--- config.mk ---
export PLATFORM = sky130hd
export DESIGN_NAME = iommu_msi_filenum_ext_flat
export DESIGN_NICKNAME = d
export VERILOG_FILES = /design/src/rtl/iommu_msi_filenum_ext_if.sv /design/src/rtl/iommu_msi_filenum_ext.sv /design/src/flat_wrapper.sv
export SDC_FILE = /design/constraint.sdc
export NUM_CORES = 1
export LEC_CHECK = 0
export ABC_AREA = 1
export ABC_CLOCK_PERIOD_IN_PS = 14010
export CAP_MARGIN = 5
export CORE_UTILIZATION = 35
export CTS_CLUSTER_DIAMETER = 150
export DETAILED_ROUTE_END_ITERATION = 8
export PLACE_DENSITY = 0.61
export SLEW_MARGIN = 30
export SYNTH_ARGS = -nofsm -noshare
export SYNTH_HDL_FRONTEND = slang
export SYNTH_SLANG_ARGS = --single-unit
--- constraint.sdc ---
create_clock -name clk_i -period 14.01 [get_ports clk_i]
set_clock_uncertainty 0.05 [all_clocks]
set_input_delay 2.1015 -clock clk_i [delete_from_list [all_inputs] [get_ports clk_i]]
set_output_delay 2.1015 -clock clk_i [all_outputs]
set_load 0.01 [all_outputs]
--- src/rtl/iommu_msi_filenum_ext_if.sv ---
// Request/response bundle for the MSI file-number extractor.
// Signal suffixes are from the extractor's point of view.
interface iommu_msi_filenum_ext_if #(
    parameter int ADDR_W = 52,
    parameter int PPN_W  = 44
);
    logic                req_valid_i;
    logic                req_ready_o;
    logic [ADDR_W-1:0]   gppn_i;
    logic [ADDR_W-1:0]   mask_i;
    logic [ADDR_W-1:0]   pattern_i;
    logic [3:0]          msiptp_mode_i;
    logic [PPN_W-1:0]    msiptp_ppn_i;
    logic                rsp_valid_o;
    logic                rsp_ready_i;
    logic                rsp_is_msi_o;
    logic [ADDR_W-1:0]   rsp_file_num_o;
    logic [PPN_W+11:0]   rsp_pte_addr_o;
    logic                rsp_fault_o;
    logic [11:0]         rsp_cause_o;

    modport master (
        output req_valid_i, gppn_i, mask_i, pattern_i,
        output msiptp_mode_i, msiptp_ppn_i, rsp_ready_i,
        input  req_ready_o, rsp_valid_o, rsp_is_msi_o,
        input  rsp_file_num_o, rsp_pte_addr_o, rsp_fault_o, rsp_cause_o
    );

    modport slave (
        input  req_valid_i, gppn_i, mask_i, pattern_i,
        input  msiptp_mode_i, msiptp_ppn_i, rsp_ready_i,
        output req_ready_o, rsp_valid_o, rsp_is_msi_o,
        output rsp_file_num_o, rsp_pte_addr_o, rsp_fault_o, rsp_cause_o
    );
endinterface

--- src/rtl/iommu_msi_filenum_ext.sv ---
// Iterative MSI address check and interrupt-file-number compressor.
// Optional IOMMU_MSI_FLUSH_EN adds flush_i to abort an in-flight request.
module iommu_msi_filenum_ext #(
    parameter int ADDR_W       = 52,
    parameter int BITS_PER_CYC = 13,
    parameter int PPN_W        = 44
) (
    input  logic clk_i,
    input  logic rst_i,
`ifdef IOMMU_MSI_FLUSH_EN
    input  logic flush_i,
`endif
    iommu_msi_filenum_ext_if.slave bus
);
    localparam int NCHUNK = (ADDR_W + BITS_PER_CYC - 1) / BITS_PER_CYC;
    localparam int CNT_W  = (NCHUNK > 1) ? $clog2(NCHUNK) : 1;
    localparam int IDX_W  = (ADDR_W > 1) ? $clog2(ADDR_W) : 1;
    localparam int J_W    = $clog2(ADDR_W + 1);
    localparam int PTE_W  = PPN_W + 12;

    localparam logic [1:0] IDLE    = 2'd0;
    localparam logic [1:0] EXTRACT = 2'd1;
    localparam logic [1:0] RESP    = 2'd2;

    logic [1:0]        state_q, state_d;
    logic [ADDR_W-1:0] gppn_q, gppn_d;
    logic [ADDR_W-1:0] mask_q, mask_d;
    logic [PPN_W-1:0]  ppn_q, ppn_d;
    logic [CNT_W-1:0]  cnt_q, cnt_d;
    logic [J_W-1:0]    j_q, j_d;
    logic [ADDR_W-1:0] fn_q, fn_d;
    logic [PTE_W-1:0]  pte_q, pte_d;
    logic              msi_q, msi_d;
    logic              fault_q, fault_d;
    logic [11:0]       cause_q, cause_d;

    logic [ADDR_W-1:0] fn_ext;
    logic [J_W-1:0]    j_ext;
    logic              accept;
    logic              hit;
    logic              flush;

`ifdef IOMMU_MSI_FLUSH_EN
    assign flush = flush_i;
`else
    assign flush = 1'b0;
`endif

    assign accept = bus.req_valid_i && (state_q == IDLE) && !flush;
    assign hit = ((bus.gppn_i ^ bus.pattern_i) & ~bus.mask_i) == '0;

    // One chunk of the mask per cycle; positions past ADDR_W are skipped.
    always_comb begin
        int jv;
        fn_ext = fn_q;
        jv = int'(j_q);
        for (int b = 0; b < BITS_PER_CYC; b++) begin
            int idx;
            idx = int'(cnt_q) * BITS_PER_CYC + b;
            if (idx < ADDR_W) begin
                if (mask_q[IDX_W'(idx)]) begin
                    fn_ext[IDX_W'(jv)] = gppn_q[IDX_W'(idx)];
                    jv = jv + 1;
                end
            end
        end
        j_ext = J_W'(jv);
    end

    always_comb begin
        state_d = state_q;
        gppn_d  = gppn_q;
        mask_d  = mask_q;
        ppn_d   = ppn_q;
        cnt_d   = cnt_q;
        j_d     = j_q;
        fn_d    = fn_q;
        pte_d   = pte_q;
        msi_d   = msi_q;
        fault_d = fault_q;
        cause_d = cause_q;
        case (state_q)
            IDLE: begin
                if (accept) begin
                    gppn_d  = bus.gppn_i;
                    mask_d  = bus.mask_i;
                    ppn_d   = bus.msiptp_ppn_i;
                    cnt_d   = '0;
                    j_d     = '0;
                    fn_d    = '0;
                    pte_d   = '0;
                    msi_d   = 1'b0;
                    fault_d = 1'b0;
                    cause_d = '0;
                    state_d = RESP;
                    if (bus.msiptp_mode_i == 4'd1) begin
                        if (hit) begin
                            msi_d   = 1'b1;
                            state_d = EXTRACT;
                        end
                    end else if (bus.msiptp_mode_i != 4'd0) begin
                        fault_d = 1'b1;
                        cause_d = 12'd259;
                    end
                end
            end
            EXTRACT: begin
                fn_d  = fn_ext;
                j_d   = j_ext;
                cnt_d = cnt_q + 1'b1;
                if (cnt_q == CNT_W'(NCHUNK - 1)) begin
                    state_d = RESP;
                    pte_d   = {ppn_q, 12'h000} + PTE_W'({fn_ext, 4'h0});
                end
            end
            RESP: begin
                if (bus.rsp_ready_i) state_d = IDLE;
            end
            default: state_d = IDLE;
        endcase
        if (flush && state_q != IDLE) state_d = IDLE;
    end

    always_ff @(posedge clk_i or posedge rst_i) begin
        if (rst_i) begin
            state_q <= IDLE;
            gppn_q  <= '0;
            mask_q  <= '0;
            ppn_q   <= '0;
            cnt_q   <= '0;
            j_q     <= '0;
            fn_q    <= '0;
            pte_q   <= '0;
            msi_q   <= 1'b0;
            fault_q <= 1'b0;
            cause_q <= '0;
        end else begin
            state_q <= state_d;
            gppn_q  <= gppn_d;
            mask_q  <= mask_d;
            ppn_q   <= ppn_d;
            cnt_q   <= cnt_d;
            j_q     <= j_d;
            fn_q    <= fn_d;
            pte_q   <= pte_d;
            msi_q   <= msi_d;
            fault_q <= fault_d;
            cause_q <= cause_d;
        end
    end

    assign bus.req_ready_o    = (state_q == IDLE);
    assign bus.rsp_valid_o    = (state_q == RESP);
    assign bus.rsp_is_msi_o   = msi_q;
    assign bus.rsp_file_num_o = fn_q;
    assign bus.rsp_pte_addr_o = pte_q;
    assign bus.rsp_fault_o    = fault_q;
    assign bus.rsp_cause_o    = cause_q;
endmodule
--- src/flat_wrapper.sv ---
// flat-port wrapper written by rule: the top's interface ports become plain ports
module iommu_msi_filenum_ext_flat 
#(
    parameter int ADDR_W       = 52,
    parameter int BITS_PER_CYC = 13,
    parameter int PPN_W        = 44
)
  (clk_i, rst_i, bus_req_valid_i, bus_gppn_i, bus_mask_i, bus_pattern_i, bus_msiptp_mode_i, bus_msiptp_ppn_i, bus_rsp_ready_i, bus_req_ready_o, bus_rsp_valid_o, bus_rsp_is_msi_o, bus_rsp_file_num_o, bus_rsp_pte_addr_o, bus_rsp_fault_o, bus_rsp_cause_o);
  iommu_msi_filenum_ext_if #(.ADDR_W(ADDR_W), .PPN_W(PPN_W)) bus_i ();
  input  logic clk_i;
  input  logic rst_i;
  input wire logic [$bits(bus_i.req_valid_i)-1:0] bus_req_valid_i;
  input wire logic [$bits(bus_i.gppn_i)-1:0] bus_gppn_i;
  input wire logic [$bits(bus_i.mask_i)-1:0] bus_mask_i;
  input wire logic [$bits(bus_i.pattern_i)-1:0] bus_pattern_i;
  input wire logic [$bits(bus_i.msiptp_mode_i)-1:0] bus_msiptp_mode_i;
  input wire logic [$bits(bus_i.msiptp_ppn_i)-1:0] bus_msiptp_ppn_i;
  input wire logic [$bits(bus_i.rsp_ready_i)-1:0] bus_rsp_ready_i;
  output wire logic [$bits(bus_i.req_ready_o)-1:0] bus_req_ready_o;
  output wire logic [$bits(bus_i.rsp_valid_o)-1:0] bus_rsp_valid_o;
  output wire logic [$bits(bus_i.rsp_is_msi_o)-1:0] bus_rsp_is_msi_o;
  output wire logic [$bits(bus_i.rsp_file_num_o)-1:0] bus_rsp_file_num_o;
  output wire logic [$bits(bus_i.rsp_pte_addr_o)-1:0] bus_rsp_pte_addr_o;
  output wire logic [$bits(bus_i.rsp_fault_o)-1:0] bus_rsp_fault_o;
  output wire logic [$bits(bus_i.rsp_cause_o)-1:0] bus_rsp_cause_o;
  assign bus_i.req_valid_i = bus_req_valid_i;
  assign bus_i.gppn_i = bus_gppn_i;
  assign bus_i.mask_i = bus_mask_i;
  assign bus_i.pattern_i = bus_pattern_i;
  assign bus_i.msiptp_mode_i = bus_msiptp_mode_i;
  assign bus_i.msiptp_ppn_i = bus_msiptp_ppn_i;
  assign bus_i.rsp_ready_i = bus_rsp_ready_i;
  assign bus_req_ready_o = bus_i.req_ready_o;
  assign bus_rsp_valid_o = bus_i.rsp_valid_o;
  assign bus_rsp_is_msi_o = bus_i.rsp_is_msi_o;
  assign bus_rsp_file_num_o = bus_i.rsp_file_num_o;
  assign bus_rsp_pte_addr_o = bus_i.rsp_pte_addr_o;
  assign bus_rsp_fault_o = bus_i.rsp_fault_o;
  assign bus_rsp_cause_o = bus_i.rsp_cause_o;
  iommu_msi_filenum_ext #(.ADDR_W(ADDR_W), .BITS_PER_CYC(BITS_PER_CYC), .PPN_W(PPN_W)) u_core (.clk_i(clk_i), .rst_i(rst_i), .bus(bus_i));
endmodule
==> results of run 1 <==
[per-stage QoR]
stage	worst slack (ns)	hold WS [ns]	power [µW]	setup TNS (ns)
6_report	1.130	0.4349	4086	0
5_1_grt	-0.01137	0.4602	4360	-0.01137
4_1_cts	0.1072	0.4361	4032	0
3_5_place_dp	-0.2048	0.4151	3115	-0.3433
3_3_place_gp	0.09826	0.4189	3114	0
2_1_floorplan	0.01294	0.4028	2358	0
[timing repair]
| item | in CTS | in global routing |
|---|---|---|
| endpoints found under the hold margin | 0 | 0 |
| gates resized for setup | 3 | 46 |
| setup endpoints to repair | 3 | 15 |
| pin swaps | 0 | 2 |
| hold buffers | 0 | 0 |
| cloned | 0 | 2 |
[power by group]
part	switching, µW	total [µW]	internal, µW	leakage [µW]
Combinational	1600	2240	638	0.0116
Sequential	83.5	935	851	0.00344
Clock	370	909	538	0.000559
[routing by layer]
metal	global-route usage, %	share of wire (%)	wire (µm)	vias up
li1	-	-	-	15900
met1	44.49	46	58250	15000
met2	46.10	42	53550	1419
met3	5.185	9.2	11680	154
met4	7.297	2.3	2883	6
met5	0	0.023	29	-
[final timing paths]
kind                                   from                             to  slack (ns)  cells after the start
max                         u_core.cnt_q[1]  u_core.bus.rsp_pte_addr_o[52]        1.13                     76
min                        u_core.ppn_q[26]               u_core.ppn_q[26]        0.43                      2
max reg2reg                 u_core.cnt_q[1]  u_core.bus.rsp_pte_addr_o[52]        1.13                     76
min reg2reg                u_core.ppn_q[26]               u_core.ppn_q[26]        0.43                      2
max in group asynchronous             rst_i               u_core.mask_q[8]       10.56                      3
min in group asynchronous             rst_i               u_core.ppn_q[42]        2.05                      2
[worst min-delay path: stages, from the launching register on]
cell	delay, ns
dfrtp_1	0.34
nand2_1	0.05
nand2_1	0.06
[logic make-up after synthesis]
group                      share of synthesized area [%]
DFF                                                23.83
AOI/OAI and AO/OA                                  14.31
xor gates and xnor gates                           2.054
adders and majority gates                          3.593
muxes                                              1.625
and+or+nand+nor                                    45.59
buffers and inverters                              8.986
other                                            0.01353
[cells in the mapped netlist (14+ instances only)]
master / count
dfrtp_1: 264
buf_4: 30
nand2_1: 1648
or2_2: 17
xor2_1: 14
nand4_1: 27
xnor2_1: 51
buf_2: 26
nand3_1: 551
o21ai_1: 15
inv_2: 30
inv_1: 343
clkbuf_1: 157
o211ai_1: 23
buf_1: 21
nand3_2: 17
mux2i_1: 45
nor2_2: 15
nor3_1: 62
nand2_2: 38
o21ai_0: 375
a21oi_1: 119
nand2_4: 15
o31ai_1: 42
o22ai_1: 32
and2_1: 17
nor2_1: 499
ha_1: 78
[sequential cells by signal (all words and copies together) (netlist names)]
| name | flops |
|---|---|
| u_core.bus.rsp_cause_o | 1 |
| u_core.bus.rsp_file_num_o | 52 |
| u_core.bus.rsp_is_msi_o | 1 |
| u_core.bus.rsp_pte_addr_o | 52 |
| u_core.cnt_q | 2 |
| u_core.gppn_q | 52 |
| u_core.j_q | 6 |
| u_core.mask_q | 52 |
| u_core.ppn_q | 44 |
| u_core.state_q | 2 |
[layout make-up]
cell class	count	area share (%)
Antenna cell	3	0.02238
Clock buffer	48	2.965
Clock inverter	12	0.4624
Inverter	376	4.274
Multi-Input combinational cell	3856	56.12
Sequential cell	264	19.71
Tap cell	1040	3.879
Timing Repair Buffer	438	12.57
==> results.md, run 1 <==
* Outcome: complete, no violations
* Number of flops mapped to enable cells by yosys at 0
* Worst path max stage delay at 0.45 ns
* Mapped Area at 27720 µm²
* Port bufs at 318
* Setup violators final at 0
* Crit path time final at 12.88 ns
* P per Cell Area at 121.8 nW/µm²
* Slowest cell on the critical path: dfrtp_2
* Multi-input logic area at 18830 µm²
* Most frequent cells in the layout: nand2_1, nand3_1, nor2_1
* Actual slew at the worst max-slew pin at 0.9962 ns
* Total GRT Usage at 30.43%
* Largest net degree at the start of global routing at 133
* Die Area at 80340 µm²
* DRT Pass-1 Iters at 6
* Top_reg_cell synth: dfrtp_1
* Top cells by area, synth: dfrtp_1, nand2_1, nand3_1
* Placed inst area at 32210 µm²
* Yosys cell types at 63
* Yosys warns at 0
* Initial antenna violation count at 6
* Max Clk Rate at 77.64 MHz
* Clock sink total at 264
* Hold Crit Class: register to register
* Buf+Inv Stages, Crit Path at 9
* Final Util at 43.10%
* Clock root buffer: clkbuf_16
* FF+latch count, synth at 264
* MaxCap Viol Count at 0
* Post-synthesis sequential area ratio at 23.83%
* Max Buffers Root-to-Sink at 3
* CP max FO at 27
* Post-CTS Setup Inserts at 0
* Sequential Area at 6611 µm²
* Slew Viols, Final at 0
* Fin area at 33550 µm²
* Final non-filler cell total at 6037
* CTS clk-pin slew, worst paths at 0.06 ns
* Leading area contributor after synthesis: dfrtp_1
* Clk_lat worst skew at 0.56 ns
* Syn_area_per_cell at 5.869 µm²
* Most common cell after layout, fill and taps aside: nand2_1
* DRT iter0 DRCs at 3818
* DIE WIDTH at 283.4 µm
* Final-report hold violation count at 0
* Vias in the first global route at 29730
* Routed via count at 32480
* Dpl hpwl at 101200 µm
* Crit start category: register
* Placed cells at 5972
* Effective utilization at floorplan at 35.61%
* Leakage at 0.01563 µW
* Delay-heaviest family, CP: simple AND/OR/NAND/NOR gates
* DRC violations left at 0
* Crit path top cell by count: nand2_1
* Layout cells sized above 1 at 7.469%
* Crit end category: register
* Row count at 102
* Routed WL per cell at 20.94 µm
* Final ANT Viol Nets at 0
* Routed wire length at 126400 µm
* Die Y-Extent at 283.4 µm
* Critical path type: register to register
* Final nets at 5257
* Worst vdd rail ir drop at 0.09138 mV
* CTS H-tree lvls at 2
* CTS tree: yes
* Yosys top cell area share at 23.83%
* Area grow syn2layout at 21.02%
* Cells after Synth at 4723
* Total global routing overflow at 0
* CTS Buf Count at 34
* Fillers at 8473
* First-pass GRT wire length at 188500 µm
* Worst Path Required at 14.41 ns
* Max_slew headroom at 32.88%
* Core Box Area at 77850 µm²
* Critical path arrival at 13.28 ns
* Post-synth ARST share at 100.0%
* Vias per inst at 5.380
* Final worst path period share at 91.94%
* Top Ports at 332
* Final RePlAce weighted congestion at 1.006
Power figures use the tool's default switching activity.
==> inputs of run 2 (changes only) <==
- CORE_UTILIZATION: 35 -> 37
- HOLD_SLACK_MARGIN: not set -> 0.06
- PLACE_DENSITY: 0.61 -> 0.64
==> results.md, run 2 (synthesis results as in run 1) <==
* Outcome: complete, no violations
* DRT Pass-1 Iters at 6
* Routed wire length at 127100 µm
* Port bufs at 318
* MaxCap Viol Count at 0
* Most common cell after layout, fill and taps aside: nand2_1
* Leakage at 0.01564 µW
* Final RePlAce weighted congestion at 1.011
* Die Area at 76020 µm²
* Largest net degree at the start of global routing at 163
* Placed cells at 5913
* Initial antenna violation count at 7
* Worst Path Required at 14.44 ns
* Clk_lat worst skew at 0.60 ns
* Clock root buffer: clkbuf_16
* Final-report hold violation count at 0
* Max Buffers Root-to-Sink at 3
* Vias in the first global route at 29560
* Worst path max stage delay at 0.46 ns
* Critical path type: register to register
* Crit path top cell by count: nand2_1
* Final worst path period share at 91.11%
* Die Y-Extent at 275.7 µm
* Crit path time final at 12.76 ns
* DRT iter0 DRCs at 3630
* Routed via count at 32370
* Slowest cell on the critical path: dfrtp_4
* Top Ports at 332
* Dpl hpwl at 102200 µm
* Layout cells sized above 1 at 7.575%
* CTS Buf Count at 30
* CTS tree: yes
* DIE WIDTH at 275.7 µm
* Fillers at 7999
* Clock sink total at 264
* Crit start category: register
* Final ANT Viol Nets at 0
* Actual slew at the worst max-slew pin at 1.039 ns
* Vias per inst at 5.418
* First-pass GRT wire length at 189100 µm
* Max_slew headroom at 30.02%
* Most frequent cells in the layout: nand2_1, nand3_1, nor2_1
* Total global routing overflow at 0
* Hold Crit Class: register to register
* Final nets at 5267
* Slew Viols, Final at 0
* RSZ-0062 raised after global routing: no
* Routed WL per cell at 21.28 µm
* Area grow syn2layout at 20.66%
* Max Clk Rate at 78.34 MHz
* CTS clk-pin slew, worst paths at 0.07 ns
* Effective utilization at floorplan at 37.30%
* CP max FO at 54
* Final non-filler cell total at 5975
* Row count at 100
* Setup tns final at 0 ns
* Worst vdd rail ir drop at 0.1122 mV
* Core Box Area at 74320 µm²
* P per Cell Area at 119.8 nW/µm²
* Critical path arrival at 13.20 ns
* CTS H-tree lvls at 1
* Crit end category: register
* Total GRT Usage at 32.89%
* DRC violations left at 0
* Hold_buf cts at 0
* Setup violators final at 0
## run 2: report_power, final
| part | total [µW] | switching (µW) | internal, µW |
|---|---|---|---|
| logic | 2250 | 1600 | 647 |
| registers | 932 | 81.4 | 851 |
| clock network | 824 | 349 | 476 |
## run 2: timing repair
action                     in CTS  in global routing
resized for setup               0                 41
setup buffers                   0                  2
setup endpoints to repair       0                 15
## run 2: stage by stage
stage	utilization [%]	worst slack, ns	area (µm²)	hold slack (ns)	total power (µW)
after CTS	44.80	0.02867	33300	0.4337	3964
after global placement	43.33	0.3546	32200	0.4151	3123
after detailed placement	43.40	0.09385	32250	0.4184	3129
after global routing	45.00	0.03062	33440	0.4498	4294
after floorplan	-	0.01294	27770	0.4028	2358
final	45.01	1.245	33450	0.4309	4006
## run 2: worst max-delay path: cells and delay by family, from the launching register on
| family | cells | cell delay [ns] |
|---|---|---|
| and+or+nand+nor | 37 | 4.51 |
| AOI/OAI and AO/OA | 22 | 3.29 |
| adders and majority gates | 12 | 3.21 |
| buffers and inverters | 9 | 1.10 |
| DFF | 1 | 0.46 |
## run 2: cell type report
class	instances	area (µm²)	area share [%]
antenna	3	7.507	0.02244
clock buffer	43	919.6	2.749
clock inverter	12	125.1	0.3741
inverter	376	1426	4.264
multi-input combinational	3856	18790	56.17
sequential	264	6611	19.77
tap	969	1212	3.625
timing repair buffer	452	4358	13.03
## run 2: routing by layer
layer  vias to the layer above  global-route usage (%)  share of wire, %
met4                        10                   12.54               4.1
met2                      1312                   50.80                43
met3                       226                   5.542               8.0
met1                     14910                   45.63                44
li1                      15910                       -                 -
met5                         -                       0             0.050
## run 2: path summary, 6_finish.rpt
kind,start,endpoint,slack (ns),cells past startpoint
worst max register to register,u_core.cnt_q[0],u_core.bus.rsp_pte_addr_o[52],1.25,80
max in group asynchronous,rst_i,u_core.bus.rsp_file_num_o[9],10.56,4
worst min register to register,u_core.ppn_q[30],u_core.ppn_q[30],0.43,2
min in group asynchronous,rst_i,u_core.gppn_q[28],1.98,2
worst min-delay path,u_core.ppn_q[30],u_core.ppn_q[30],0.43,2
worst max-delay path,u_core.cnt_q[0],u_core.bus.rsp_pte_addr_o[52],1.25,80
